### config.mk
export PLATFORM = sky130hd
export DESIGN_NAME = pulse_sched
export DESIGN_NICKNAME = d
export VERILOG_FILES = /design/src/rtl/pulse_sched.sv
export SDC_FILE = /design/constraint.sdc
export NUM_CORES = 1
export LEC_CHECK = 0
export BUFFER_PORTS_ARGS = -buffer_cell sky130_fd_sc_hd__buf_2
export CORE_MARGIN = 2
export CORE_UTILIZATION = 41
export DETAILED_ROUTE_END_ITERATION = 7
export PLACE_DENSITY_LB_ADDON = 0.3
export SETUP_SLACK_MARGIN = 0.2
export SYNTH_ARGS = -nofsm -noshare
export SYNTH_HDL_FRONTEND = slang
export SYNTH_SLANG_ARGS = --single-unit
### constraint.sdc
create_clock -name io_clk -period 6.25 [get_ports io_clk]
set_input_delay 1.25 -clock io_clk [delete_from_list [all_inputs] [get_ports io_clk]]
set_output_delay 1.25 -clock io_clk [all_outputs]
set_load 0.01 [all_outputs]
### src/rtl/pulse_sched.sv
// Burst scheduler for the sigpulse generator: start/trigger handling, delay,
// period-spaced load strobes and completed-pulse accounting.
module pulse_sched #(
    parameter int _RAM_WIDTH = 32,
    parameter int _CNT_WIDTH = 16
) (
    input  logic                  io_clk,
    input  logic                  io_rst,
    input  logic                  cfg_start,
    input  logic                  cfg_stop,
    input  logic                  cfg_trigMode,
    input  logic [_RAM_WIDTH-1:0] cfg_trigDelay,
    input  logic [_RAM_WIDTH-1:0] cfg_period,
    input  logic [_RAM_WIDTH-1:0] cfg_pulseWidth,
    input  logic [_CNT_WIDTH-1:0] cfg_count,
    input  logic                  io_trigIn,
    output logic                  pulse_en,
    output logic [_RAM_WIDTH-1:0] pulse_width,
    output logic                  pwm_dis,
    input  logic                  pulse_valid,
    output logic                  busy,
    output logic                  done,
    output logic                  cfg_err,
    output logic [_CNT_WIDTH-1:0] pulse_cnt
);

    typedef enum logic [2:0] {
        S_IDLE,
        S_ARM,
        S_DELAY,
        S_FIRE,
        S_GAP
    } state_t;

    localparam logic [_RAM_WIDTH-1:0] RAM_ONE = _RAM_WIDTH'(1);
    localparam logic [_CNT_WIDTH-1:0] CNT_ONE = _CNT_WIDTH'(1);

    state_t                  state_q, state_d;
    logic [_RAM_WIDTH-1:0]   dly_q, dly_d;
    logic [_RAM_WIDTH-1:0]   per_q, per_d;
    logic                    seen_q, seen_d;
    logic [_CNT_WIDTH-1:0]   cnt_q, cnt_d;
    logic                    done_q, done_d;
    logic                    err_q, err_d;
    logic                    dis_q, dis_d;
    logic [_RAM_WIDTH-1:0]   sh_delay_q, sh_delay_d;
    logic [_RAM_WIDTH-1:0]   sh_period_q, sh_period_d;
    logic [_RAM_WIDTH-1:0]   sh_width_q, sh_width_d;
    logic [_CNT_WIDTH-1:0]   sh_count_q, sh_count_d;
    logic                    trig_s1_q, trig_s2_q, trig_s3_q, edge_q;
    logic [_CNT_WIDTH-1:0]   cnt_inc;

    // Trigger synchronizer and registered rising-edge detect (edge visible 2 cycles after capture).
    always_ff @(posedge io_clk or posedge io_rst) begin
        if (io_rst) begin
            trig_s1_q <= 1'b0;
            trig_s2_q <= 1'b0;
            trig_s3_q <= 1'b0;
            edge_q    <= 1'b0;
        end else begin
            trig_s1_q <= io_trigIn;
            trig_s2_q <= trig_s1_q;
            trig_s3_q <= trig_s2_q;
            edge_q    <= trig_s2_q & ~trig_s3_q;
        end
    end

    always_ff @(posedge io_clk or posedge io_rst) begin
        if (io_rst) begin
            state_q     <= S_IDLE;
            dly_q       <= '0;
            per_q       <= '0;
            seen_q      <= 1'b0;
            cnt_q       <= '0;
            done_q      <= 1'b0;
            err_q       <= 1'b0;
            dis_q       <= 1'b0;
            sh_delay_q  <= '0;
            sh_period_q <= '0;
            sh_width_q  <= '0;
            sh_count_q  <= '0;
        end else begin
            state_q     <= state_d;
            dly_q       <= dly_d;
            per_q       <= per_d;
            seen_q      <= seen_d;
            cnt_q       <= cnt_d;
            done_q      <= done_d;
            err_q       <= err_d;
            dis_q       <= dis_d;
            sh_delay_q  <= sh_delay_d;
            sh_period_q <= sh_period_d;
            sh_width_q  <= sh_width_d;
            sh_count_q  <= sh_count_d;
        end
    end

    always_comb begin
        state_d     = state_q;
        dly_d       = dly_q;
        per_d       = per_q;
        seen_d      = seen_q;
        cnt_d       = cnt_q;
        done_d      = 1'b0;
        err_d       = 1'b0;
        dis_d       = 1'b0;
        sh_delay_d  = sh_delay_q;
        sh_period_d = sh_period_q;
        sh_width_d  = sh_width_q;
        sh_count_d  = sh_count_q;
        cnt_inc     = cnt_q + CNT_ONE;

        case (state_q)
            S_IDLE: begin
                if (cfg_start && !cfg_stop) begin
                    if (cfg_pulseWidth == '0) begin
                        err_d = 1'b1;
                    end else begin
                        sh_delay_d  = cfg_trigDelay;
                        sh_period_d = cfg_period;
                        sh_width_d  = cfg_pulseWidth;
                        sh_count_d  = cfg_count;
                        cnt_d       = '0;
                        if (cfg_trigMode) begin
                            state_d = S_ARM;
                        end else if (cfg_trigDelay == '0) begin
                            state_d = S_FIRE;
                        end else begin
                            state_d = S_DELAY;
                            dly_d   = cfg_trigDelay;
                        end
                    end
                end
            end
            S_ARM: begin
                if (edge_q) begin
                    if (sh_delay_q == '0) begin
                        state_d = S_FIRE;
                    end else begin
                        state_d = S_DELAY;
                        dly_d   = sh_delay_q;
                    end
                end
            end
            S_DELAY: begin
                if (dly_q <= RAM_ONE) begin
                    state_d = S_FIRE;
                end else begin
                    dly_d = dly_q - RAM_ONE;
                end
            end
            S_FIRE: begin
                // Counter runs one behind the period so the next FIRE lands exactly P cycles later.
                per_d   = (sh_period_q == '0) ? '0 : sh_period_q - RAM_ONE;
                seen_d  = 1'b0;
                state_d = S_GAP;
            end
            S_GAP: begin
                if (per_q != '0) begin
                    per_d = per_q - RAM_ONE;
                end
                if (pulse_valid) begin
                    cnt_d  = cnt_inc;
                    seen_d = 1'b1;
                    if ((sh_count_q != '0) && (cnt_inc == sh_count_q)) begin
                        done_d  = 1'b1;
                        state_d = S_IDLE;
                    end else if (per_q <= RAM_ONE) begin
                        state_d = S_FIRE;
                    end
                end else if (seen_q && (per_q <= RAM_ONE)) begin
                    state_d = S_FIRE;
                end
            end
            default: state_d = S_IDLE;
        endcase

        // Abort overrides everything, including a coincident pulse_valid.
        if (cfg_stop && (state_q != S_IDLE)) begin
            state_d = S_IDLE;
            dis_d   = 1'b1;
            done_d  = 1'b0;
            cnt_d   = cnt_q;
        end
    end

    assign pulse_en    = (state_q == S_FIRE);
    assign busy        = (state_q != S_IDLE);
    assign pulse_width = sh_width_q;
    assign pwm_dis     = dis_q;
    assign done        = done_q;
    assign cfg_err     = err_q;
    assign pulse_cnt   = cnt_q;

endmodule

==> impl_metrics.tcl <==
set metrics [dict create \
    synth_flop_cell "dfrtp_1" \
    fin_crit_ns 3.553 \
    root_buffer "clkbuf_16" \
    yosys-top-cells-area "dfrtp_1 (46%), mux2_2 (12%), nor2_1 (3.5%)" \
    synth.largest_area_cell "dfrtp_1" \
    finalClockSkew_ns 0.01205 \
    via_per_inst 5.833 \
    die_area_sq_mm 0.02817 \
    hold_buffers 0 \
    totalWireLength_um 29160 \
    arrival_ns 3.99 \
    synth-seq-area-share_pct 46.16 \
    fill_cells 2415 \
    syn_area_per_cell_sq_um 9.960 \
    port_buffers 171 \
    cellPowerDensity_mw_per_mm2 470.1 \
    total_power_uw 6132 \
    vias 9351 \
    synth_top_area_share_pct 46.16 \
    wl_per_cell_um 18.19 \
    setup_viol 0 \
    grt_max_degree 177 \
    netlist_instances 1105 \
    mostFrequentLayoutCells "dfrtp_1 (203), buf_2 (171), mux2_2 (113)" \
    critical_path.endpoint_type "register" \
    grt_antenna_before_repair 0 \
    cts_setup_buffers 0 \
    worstSetupPathType "input port to register" \
    ir_drop_mv 0.2698 \
    drc_errors 0 \
    status "finished, final reports clean" \
    die_h_um 167.8 \
    finalWorstSetupSlack_ns 2.698 \
    ff2ff_setup_slack_ns 2.72 \
    first_global_vias 8941 \
    drt-initial-drc-count 805 \
    yosys_warnings 0 \
    syn_area_sq_mm 0.01101 \
    cts_sinks 203 \
    cap_violations 0 \
    final_area_sq_mm 0.01304 \
    period_share_pct 56.84 \
    hp-class "register to register" \
    critPathMaxFanout 33 \
    synth_fp_nets 1230 \
    post-dp-hpwl_um 20220 \
    cts_tree "done" \
    initial_core_util_pct 42.00 \
    die-width_um 167.8 \
    dr.pass1.iters 7 \
    slew_headroom_pct 18.43 \
    clk_pin_slew_ns 0.06 \
    fp-row-count 59 \
    drive_gt1_share_pct 28.86 \
    io_pins 172 \
    seqCellArea_sq_mm 0.005080 \
    cts_buffer_depth 3 \
    hold_violations 0 \
    clock_latency_ns 0.53 \
    dpl_worst_slack_ns 2.003 \
    gp_congestion 0.8635 \
    mostFrequentLayoutCell "dfrtp_1" \
    grt-ovfl-total 0 \
    cts_resized 0 \
    core_sq_mm 0.02621 \
    synth.distinct_cells 78 \
    rsz0062_at_grt "false" \
    antenna_cells 0 \
    numCtsBuffers 24 \
    fmax_ghz 0.2815 \
    synthArstFlopShare_pct 100.0 \
    final_nets 1376 \
    start_kind "input port" \
    drv_slew 0 \
    cts_max_level 1 \
    multiInputGateArea_sq_mm 0.005624 \
    worstMarginPinSlew_ns 1.212 \
    synth-edff-count 0 \
    grt_use_total_pct 20.51 \
    holdWs_ns 0.3479 \
    fin_setup_tns_ns 0 \
    grt_pass1_wl_um 47940 \
    syn2layout_area_growth_pct 18.52 \
    antenna_left 0 \
    synth_seq_cells 203 \
    required_ns 6.68 \
    power.leakage_uw 0.005491 \
    place_area_sq_mm 0.01217 \
]
-- worst paths after layout --
check | from | to | cells past startpoint
worst max-delay path | cfg_pulseWidth[8] | dly_q[0]$_DFFE_PP0P_ | 9
worst min-delay path | trig_s1_q$_DFF_PP0_ | trig_s2_q$_DFF_PP0_ | 0
worst max register to register | per_q[8]$_DFFE_PP0P_ | per_q[25]$_DFFE_PP0P_ | 6
worst min register to register | trig_s1_q$_DFF_PP0_ | trig_s2_q$_DFF_PP0_ | 0
max in group asynchronous | io_rst | dly_q[19]$_DFFE_PP0P_ | 3
min in group asynchronous | io_rst | sh_count_q[6]$_DFFE_PP0P_ | 2
-- area by class of cell --
type,instances,area share [%]
multi-input combinational,819,43.12
timing repair buffer,181,7.329
inverter,22,0.6619
tap,335,3.213
sequential,203,38.94
clock inverter,6,1.055
clock buffer,37,5.679
-- logic make-up after synthesis --
kind of cell	share of synthesized area [%]
DFF	46.16
and+or+nand+nor	18.29
xor gates and xnor gates	3.900
buffers and inverters	3.024
AOI/OAI and AO/OA	16.29
adders and majority gates	0.7731
muxes	11.56
-- Yosys cell counts, types with 4 or more instances --
cell type and number:
nand4_1 14, a22oi_1 4, a21oi_1 48, inv_1 21
o32ai_1 4, nand3_1 21, clkbuf_1 42, a22o_1 14
dfrtp_1 203, nor3b_1 4, o211ai_1 6, a222oi_1 12
nand2b_1 9, a31oi_1 6, xor2_1 15, o41ai_1 5
o21ai_1 57, or3_1 12, o22ai_1 16, buf_1 4
xnor2_1 34, ha_1 6, a211oi_1 4, buf_2 14
a221oi_1 11, or2_2 7, nor3_1 48, or4_1 10
nand2_1 56, nor2_1 102, nor4_1 41, mux2_2 113
and3_1 10, o31ai_1 7, o21ai_0 45, and4_1 8
-- sequential cells by signal, indices dropped and copies added (netlist names) --
name,count
dly_q,32
per_q,32
trig_s2_q,1
pulse_cnt,16
edge_q,1
seen_q,1
done,1
pwm_dis,1
state_q,3
trig_s3_q,1
trig_s1_q,1
pulse_width,32
sh_count_q,16
sh_delay_q,32
cfg_err,1
sh_period_q,32
-- layer usage --
layer  global-route usage [%]  part of all wire, %
met4                    4.159                  1.3
met3                    3.761                  6.4
met1                    29.17                   46
met5                        0                    0
met2                    32.99                   46
-- where the power goes --
part / total (uW) / switching (uW) / internal (uW)
Clock: 1540 / 561 / 979
Combinational: 2140 / 1120 / 1010
Sequential: 2460 / 559 / 1900
-- worst max-delay path, cell delays in order --
cell       delay [ns]
buf_2            0.11
nor4_1           0.52
nand4_1          0.15
nor2_1           0.31
nor3b_1          0.20
o2111ai_4        0.74
buf_4            0.45
a21oi_1          0.07
o22ai_1          0.17
-- stage by stage --
stage	util, %	instances
floorplan	-	1105
global placement	46.42	1560
detailed placement	46.42	1560
CTS	49.77	1603
global route	49.77	1603
finish	49.77	1603
(Power assumes the default switching activity.)
